--- src/rtl/addsub_pkg.sv ---
// addsub_pkg: shared FSM states and counter sizing for the serial adder/subtractor
package addsub_pkg;
  typedef enum logic [1:0] {IDLE, RUN, DONE} state_t;
  function automatic int cnt_w(input int cyc);
    return cyc > 1 ? $clog2(cyc) : 1;
  endfunction
endpackage

--- src/rtl/addsub_serial_if.sv ---
// addsub_serial_if: request/result bundle between a requester and the serial adder
interface addsub_serial_if #(parameter int WIDTH = 8);
  logic start;
  logic select;
  logic [WIDTH-1:0] A;
  logic [WIDTH-1:0] B;
  logic busy;
  logic done;
  logic [WIDTH-1:0] sum;
  logic carry_out;
  logic overflow;
  modport master (output start, select, A, B, input busy, done, sum, carry_out, overflow);
  modport slave (input start, select, A, B, output busy, done, sum, carry_out, overflow);
endinterface

--- src/rtl/addsub_digit.sv ---
// addsub_digit: combinational DIGIT-bit ripple adder exposing the carry into its MSB
module addsub_digit #(parameter int DIGIT = 1) (
  input  logic [DIGIT-1:0] a,
  input  logic [DIGIT-1:0] b,
  input  logic             cin,
  output logic [DIGIT-1:0] s,
  output logic             cout,
  output logic             cmsb
);
  logic [DIGIT:0] c;
  always_comb begin
    c[0] = cin;
    for (int i = 0; i < DIGIT; i++) begin
      s[i] = a[i] ^ b[i] ^ c[i];
      c[i+1] = (a[i] & b[i]) | (c[i] & (a[i] ^ b[i]));
    end
  end
  assign cout = c[DIGIT];
  assign cmsb = c[DIGIT-1];
endmodule

--- src/rtl/addsub_serial.sv ---
// addsub_serial: digit-serial A+B / A-B, DIGIT bits per clock, LSB digit first
module addsub_serial import addsub_pkg::*; #(
  parameter int WIDTH = 8,
  parameter int DIGIT = 1
) (
  input logic clk,
  input logic reset,
  addsub_serial_if.slave bus
);
  localparam int CYC = WIDTH / DIGIT;
  localparam int CW = cnt_w(CYC);
  state_t state, state_n;
  logic [WIDTH-1:0] a_sh, b_sh, r_sh, r_next;
  logic [WIDTH+DIGIT-1:0] r_cat;
  logic [DIGIT-1:0] ds;
  logic [CW-1:0] cnt;
  logic c, dco, dcm, last;
  addsub_digit #(.DIGIT(DIGIT)) u_digit (
    .a(a_sh[DIGIT-1:0]), .b(b_sh[DIGIT-1:0]), .cin(c), .s(ds), .cout(dco), .cmsb(dcm)
  );
  assign last = state == RUN && cnt == CW'(CYC - 1);
  assign r_cat = {ds, r_sh};
  assign r_next = r_cat[WIDTH+DIGIT-1:DIGIT];
  assign bus.busy = state != IDLE;
  assign bus.done = state == DONE;
  always_comb begin
    state_n = state == IDLE ? (bus.start ? RUN : IDLE) :
              state == RUN  ? (last ? DONE : RUN) : IDLE;
  end
  always_ff @(posedge clk or posedge reset)
    if (reset) state <= IDLE;
    else state <= state_n;
  // subtraction is A + ~B + 1: the +1 rides in as the seeded carry
  always_ff @(posedge clk or posedge reset)
    if (reset) begin
      a_sh <= '0;
      b_sh <= '0;
      r_sh <= '0;
      c <= 1'b0;
      cnt <= '0;
      bus.sum <= '0;
      bus.carry_out <= 1'b0;
      bus.overflow <= 1'b0;
    end else if (state == IDLE && bus.start) begin
      a_sh <= bus.A;
      b_sh <= bus.select ? ~bus.B : bus.B;
      c <= bus.select;
      cnt <= '0;
    end else if (state == RUN) begin
      a_sh <= a_sh >> DIGIT;
      b_sh <= b_sh >> DIGIT;
      r_sh <= r_next;
      c <= dco;
      cnt <= cnt + CW'(1);
      if (last) begin
        bus.sum <= r_next;
        bus.carry_out <= dco;
        bus.overflow <= dcm ^ dco;
      end
    end
endmodule

--- src/flat_wrapper.sv ---
// flat-port wrapper written by rule: the top's interface ports become plain ports
module addsub_serial_flat import addsub_pkg::*;
#(
  parameter int WIDTH = 8,
  parameter int DIGIT = 1
)
  (clk, reset, bus_start, bus_select, bus_A, bus_B, bus_busy, bus_done, bus_sum, bus_carry_out, bus_overflow);
  addsub_serial_if #(.WIDTH(WIDTH)) bus_i ();
  input logic clk;
  input logic reset;
  input wire logic [$bits(bus_i.start)-1:0] bus_start;
  input wire logic [$bits(bus_i.select)-1:0] bus_select;
  input wire logic [$bits(bus_i.A)-1:0] bus_A;
  input wire logic [$bits(bus_i.B)-1:0] bus_B;
  output wire logic [$bits(bus_i.busy)-1:0] bus_busy;
  output wire logic [$bits(bus_i.done)-1:0] bus_done;
  output wire logic [$bits(bus_i.sum)-1:0] bus_sum;
  output wire logic [$bits(bus_i.carry_out)-1:0] bus_carry_out;
  output wire logic [$bits(bus_i.overflow)-1:0] bus_overflow;
  assign bus_i.start = bus_start;
  assign bus_i.select = bus_select;
  assign bus_i.A = bus_A;
  assign bus_i.B = bus_B;
  assign bus_busy = bus_i.busy;
  assign bus_done = bus_i.done;
  assign bus_sum = bus_i.sum;
  assign bus_carry_out = bus_i.carry_out;
  assign bus_overflow = bus_i.overflow;
  addsub_serial #(.WIDTH(WIDTH), .DIGIT(DIGIT)) u_core (.clk(clk), .reset(reset), .bus(bus_i));
endmodule
--- config.mk ---
export PLATFORM = sky130hd
export DESIGN_NAME = addsub_serial_flat
export DESIGN_NICKNAME = d
export VERILOG_FILES = /design/src/rtl/addsub_pkg.sv /design/src/rtl/addsub_serial_if.sv /design/src/rtl/addsub_digit.sv /design/src/rtl/addsub_serial.sv /design/src/flat_wrapper.sv
export SDC_FILE = /design/constraint.sdc
export NUM_CORES = 1
export LEC_CHECK = 0
export BUFFER_PORTS_ARGS = -buffer_cell sky130_fd_sc_hd__buf_2
export CORE_MARGIN = 5
export CORE_UTILIZATION = 54
export DETAILED_ROUTE_END_ITERATION = 12
export PLACE_DENSITY_LB_ADDON = 0.1
export SYNTH_ARGS = -nofsm -noshare
export SYNTH_HDL_FRONTEND = slang
export SYNTH_SLANG_ARGS = --single-unit
--- constraint.sdc ---
create_clock -name clk -period 2.07 [get_ports clk]
set_input_delay 0.207 -clock clk [delete_from_list [all_inputs] [get_ports clk]]
set_output_delay 0.207 -clock clk [all_outputs]
set_load 0.02 [all_outputs]
# After elaboration in Yosys (flattened, before gate mapping)
# Index checks and enable logic that the tools add are counted.
[word_totals] register_bits=40 latchBits=0 ram_bits=0 romBits=0 input_bits=20 memories=0
[classes] add_sub_neg=1 mul=0 n_div=0 magnitude_cmp=0 n_eq_ne=3 n_shift=0 n_mux=13 n_bitwise=8 reduce_logical=7
[ops] operator="two-way mux 8 bit" count=5
[ops] operator="NOT 8 bit" count=1
[ops] operator="two-way mux 2 bit" count=3
[ops] operator="two-way mux 3 bit" count=2
[ops] operator="nonzero test 2 bit" count=2
[ops] operator="adder 3 x 1 -> 3 bit, second input constant" count=1
[ops] operator="== test 3 bit, second input constant" count=1
[ops] operator="two-way mux 1 bit" count=3
[ops] operator="AND reduction 3 bit" count=1
[ops] operator="bitwise XOR 1 bit" count=3
[ops] operator="AND 1 bit" count=2
[ops] operator="== test 2 x 1 -> 1 bit, second input constant" count=1
[ops] operator="== test 2 bit, second input constant" count=1
[ops] operator="logical AND 1 bit" count=2
[ops] operator="logical NOT 2 bit" count=1
[ops] operator="AND reduction 2 bit" count=1
[ops] operator="NOT 1 bit" count=1
[ops] operator="OR 1 bit" count=1

# Depth between registers and ports, before layout
[logic_depth] ltp_word=5 depth_mapped=6

# By module
# A second synthesis with hierarchy kept.
[unflattened] cells_unflattened=164 area_unflattened_um2=1729.2
[by_module_without_submodules] module="addsub_serial" n_inst=1 cells_per_inst=162 area_each_um2=1701.6 seq_area_each_um2=975.9
[by_module_without_submodules] module="addsub_digit" n_inst=1 cells_per_inst=2 area_each_um2=27.5 seq_area_each_um2=0.0

# Least setup slack after synthesis
# No wires, ideal clock.
[synth_path] path_type="flip-flop to flip-flop" startpoint="register u_core.cnt[0]" endpoint="register u_core.bus.carry_out" setup_time_ns=0.125 arrival_time_ns=1.408 required_ns=1.945 setup_slack_ns=0.537 path_stages_with_launch=6 n_path_buf=1 synth_period_minus_slack_ns=1.533 cell_sequence="dfrtp_1 ha_1 ha_1 nand3b_1 buf_2 mux2_2"
[synth_between] elab_chain_cells=3
[synth_lines] element="from (decl)" line_no="addsub_serial.sv:16" text="logic [CW-1:0] cnt;"
[synth_lines] element="from (signal assigned)" line_no="addsub_serial.sv:54" text="cnt <= cnt + CW'(1);"
[synth_lines] element="== test 3 bit" line_no="addsub_serial.sv:21" text="assign last = state == RUN && cnt == CW'(CYC - 1);"
[synth_lines] element="logical AND 1 bit" line_no="addsub_serial.sv:21"
[synth_lines] element="AND reduction 3 bit (no line)"
[synth_lines] element="to (signal assigned)" line_no="addsub_serial.sv:57" text="bus.carry_out <= dco;"
[synth_lines] element="to (decl)" line_no="addsub_serial_if.sv:13" text="modport slave (input start, select, A, B, output busy, done, sum, carry_out, overflow);"
# Every way passes these cells.
# A chain may end at the register's enable or synchronous reset.

# Worst setup path after layout
[layout_path] startpoint="register u_core.cnt[0]" endpoint="register u_core.bus.sum[1]"
[layout_between] elab_chain_cells=3
[layout_lines] element="== test 3 bit" line_no="addsub_serial.sv:21"
[layout_lines] element="logical AND 1 bit" line_no="addsub_serial.sv:21"
[layout_lines] element="AND reduction 3 bit (no line)"
[layout_lines] element="to (signal assigned)" line_no="addsub_serial.sv:56" text="bus.sum <= r_next;"
[layout_lines] element="to (decl)" line_no="addsub_serial_if.sv:13"
# Every way passes these cells.

==> qor.txt <==
Post-synth top cells -> nand2_1, dfrtp_1, o21ai_0, mux2_2
# setup viols final -> 0
pwr dens -> 1390 mW/mm^2
IO buf count -> 31
WL met2 -> 1550 um
final worst-path cycle share -> 82.4%
Clock Latency Late Sink -> 340 ps
Max Slew Vio Count -> 0
WP data arrival -> 1930 ps
post-synth top area share -> 56.6%
wire length on met1 -> 1260 um
Synthesis Warnings -> 0
RSZ-0062 raised after global routing -> no
hpwl dp -> 2090 um
router iterations before antenna repair -> 4
Final Hold Viols -> 0
largest net degree at the start of global routing -> 40
Synth Area in XOR/XNOR -> 4.58%
ys async rst share -> 100%
Reg-to-Reg Start -> u_core.cnt[0]$_DFFE_PP0P_
Setup Crit Path Kind -> reg -> reg
1st-iter DRT viols -> 66
post-synthesis compound-gate area fraction -> 8.13%
Mapped Nets -> 184
via count -> 1194
leading register cell type out of synthesis -> dfrtp_1
CP Launch Type -> flip-flop
VDD IR max -> 0.000551 V
synthesized area -> 0.00172 mm^2
Final Util -> 64.3%
Max-Cap Viols -> 0
Worst Path Max Fanout -> 12
crit path from -> u_core.cnt[0]$_DFFE_PP0P_
CTS Buffer Depth -> 2
placed cells -> 230
Reg clk slew, reported paths -> 100 ps
Setup TNS -> 0 ps
Hold/Removal Path Class -> in -> reg
hold_ws -> 80.6 ps
Initial Util -> 56.4%
worst path required time -> 2300 ps
clock sinks -> 39
crit path max-delay cell type -> dfrtp_1
Routed Wire Length -> 3020 um
residual DRC count -> 0
max layer used -> met4
largest cells by area after synthesis -> dfrtp_1, nand2_1, mux2_2
GR Util All Layers -> 15.7%
post-synthesis simple-gate area fraction -> 14.1%
Top Family by Delay on Critical Path -> flip-flops
core area -> 0.00305 mm^2
headroom to the max-slew limit -> 54.3%
cell count after synthesis -> 161
status -> finished, final reports clean
DR WL/cell -> 12.6 um
antenna violations before repair -> 0
WP depth -> 4
synthesized flop and latch total -> 39
met3 WL -> 185 um
post-synthesis mux area share -> 9.95%
Cell Rows -> 20
ordered list of cells on the worst path -> ha_1 -> ha_1 -> nand3b_1 -> mux2_2
Post-synth EDFFs -> 0
static leakage -> 1.03 nW
first-pass GRT wire length -> 5180 um
Placement Setup Slack -> 371 ps
post-CTS resize count -> 0
H-tree depth -> 2
CP bufs+invs -> 0
Vias/cell -> 5.00
number of global-route vias before repair -> 1176
Num CTS Buffers -> 5
GRT overflow -> 0
worst setup path endpoint -> u_core.bus.sum[1]$_DFFE_PP0P_
IO Count -> 32
Hold Path Stages -> 3
CP most frequent cell -> ha_1
Final min period -> 1700 ps
count leader, synth -> nand2_1
adder-cell share of the synthesized area -> 2.61%
largest area contributor in the netlist -> dfrtp_1
setup ws final -> 365 ps
largest family of logic cells by synthesized area -> simple AND/OR/NAND/NOR gates
Routed Antenna Nets -> 0
Total Die Area -> 0.00442 mm^2
Fmax achieved -> 587 MHz
synth unique cells -> 22
clk root buf -> clkbuf_4
Worst setup EP type -> flip-flop
Layout Cells excl Fill -> 239
worst slew pin tran -> 685 ps
post-synthesis sequential area ratio -> 56.6%
R2R setup slack -> 370 ps
P&R area growth vs syn -> 13.9%
Worst R2R End -> u_core.bus.sum[1]$_DFFE_PP0P_
CP max stage delay -> 410 ps
worst r2r path cells -> 4
Final Wtd Congestion -> 0.697
CTS tree -> done
Clock Skews -> 5.86 ps
layout cells sized above 1 -> 26.7%
Die Ht -> 66.5 um
diodes inserted -> 0
Nets -> 217
Synth Area per Inst -> 10.7 um^2
Die W -> 66.5 um
[sequential cells by signal (all words and copies together) (netlist names), 2 cells and up]
| register | cells |
|---|---|
| u_core.state | 2 |
| u_core.b_sh | 8 |
| u_core.r_sh | 7 |
| u_core.bus.sum | 8 |
| u_core.a_sh | 8 |
| u_core.cnt | 3 |
[cells by family (layout without fill, tap and decap cells)]
group | after synthesis | after routing
adder cells (fa/ha/maj) | 3 | 3
AO/OA/AOI/OAI | 23 | 23
AND/OR/NAND/NOR | 60 | 60
flip-flops | 39 | 39
buffers and inverters | 11 | 45
multiplexers | 16 | 16
XOR/XNOR | 9 | 9
[cell type report]
cell class | count | area, um^2
clock buffer | 7 | 45.0
clock inverter | 1 | 5.00
fill | 271 | 1090
inverter | 2 | 7.51
multi-input combinational | 111 | 686
sequential | 39 | 976
tap | 44 | 55.1
timing repair buffer | 35 | 188
[report_power, final]
| part | switching, mW | internal [mW] | total, mW | leakage [nW] |
|---|---|---|---|---|
| sequential | 0.202 | 1.09 | 1.29 | 0.497 |
| clock | 0.230 | 0.132 | 0.362 | 0.0293 |
| combinational | 0.626 | 0.452 | 1.08 | 0.508 |
| total | 1.06 | 1.68 | 2.73 | 1.03 |
[worst min-delay path by stage]
stage / start / endpoint / slack (ps)
floorplan: bus_A[7] / u_core.a_sh[7]$_DFFE_PP0P_ / 320
global placement: reset / u_core.r_sh[1]$_DFFE_PP0P_ / 340
CTS: bus_A[3] / u_core.a_sh[3]$_DFFE_PP0P_ / 70
finish: bus_A[3] / u_core.a_sh[3]$_DFFE_PP0P_ / 80
detailed placement: reset / u_core.bus.sum[2]$_DFFE_PP0P_ / 360
global route: bus_A[3] / u_core.a_sh[3]$_DFFE_PP0P_ / 90
[worst min-delay path, delay by kind of cell]
family | cells | cell delay, ps
buf+inv | 1 | 80
compound gates | 1 | 60
simple gates | 1 | 40
[per-layer routing]
layer | track usage, % | vias up
li1 | - | 592
met3 | 5.90 | 5
met1 | 17.8 | 569
met5 | 0 | -
met4 | 4.57 | 0
met2 | 27.4 | 28
[through the flow]
step	instance area, um^2	power, mW
2_1_floorplan	1720	2.14
3_3_place_gp	1900	2.36
6_report	1960	2.73
5_1_grt	1960	2.98
4_1_cts	1960	2.77
3_5_place_dp	1900	2.41
[what timing repair did]
item                                   CTS  global route
hold buffers                             1             0
buffers inserted                         0             0
endpoints found under the hold margin   39             0
[cells in the final DEF (no fill, tap or decap), types with 2 or more instances in the layout]
master	instances
buf_2	31
a22oi_1	8
mux2_2	9
ha_1	2
mux2i_1	7
o21ai_0	10
clkbuf_4	5
o21bai_1	2
xor2_1	8
nand2_1	54
buf_4	3
dfrtp_1	39
inv_1	2
o21ai_1	3
clkbuf_1	2
Power figures use the tool's default switching activity.
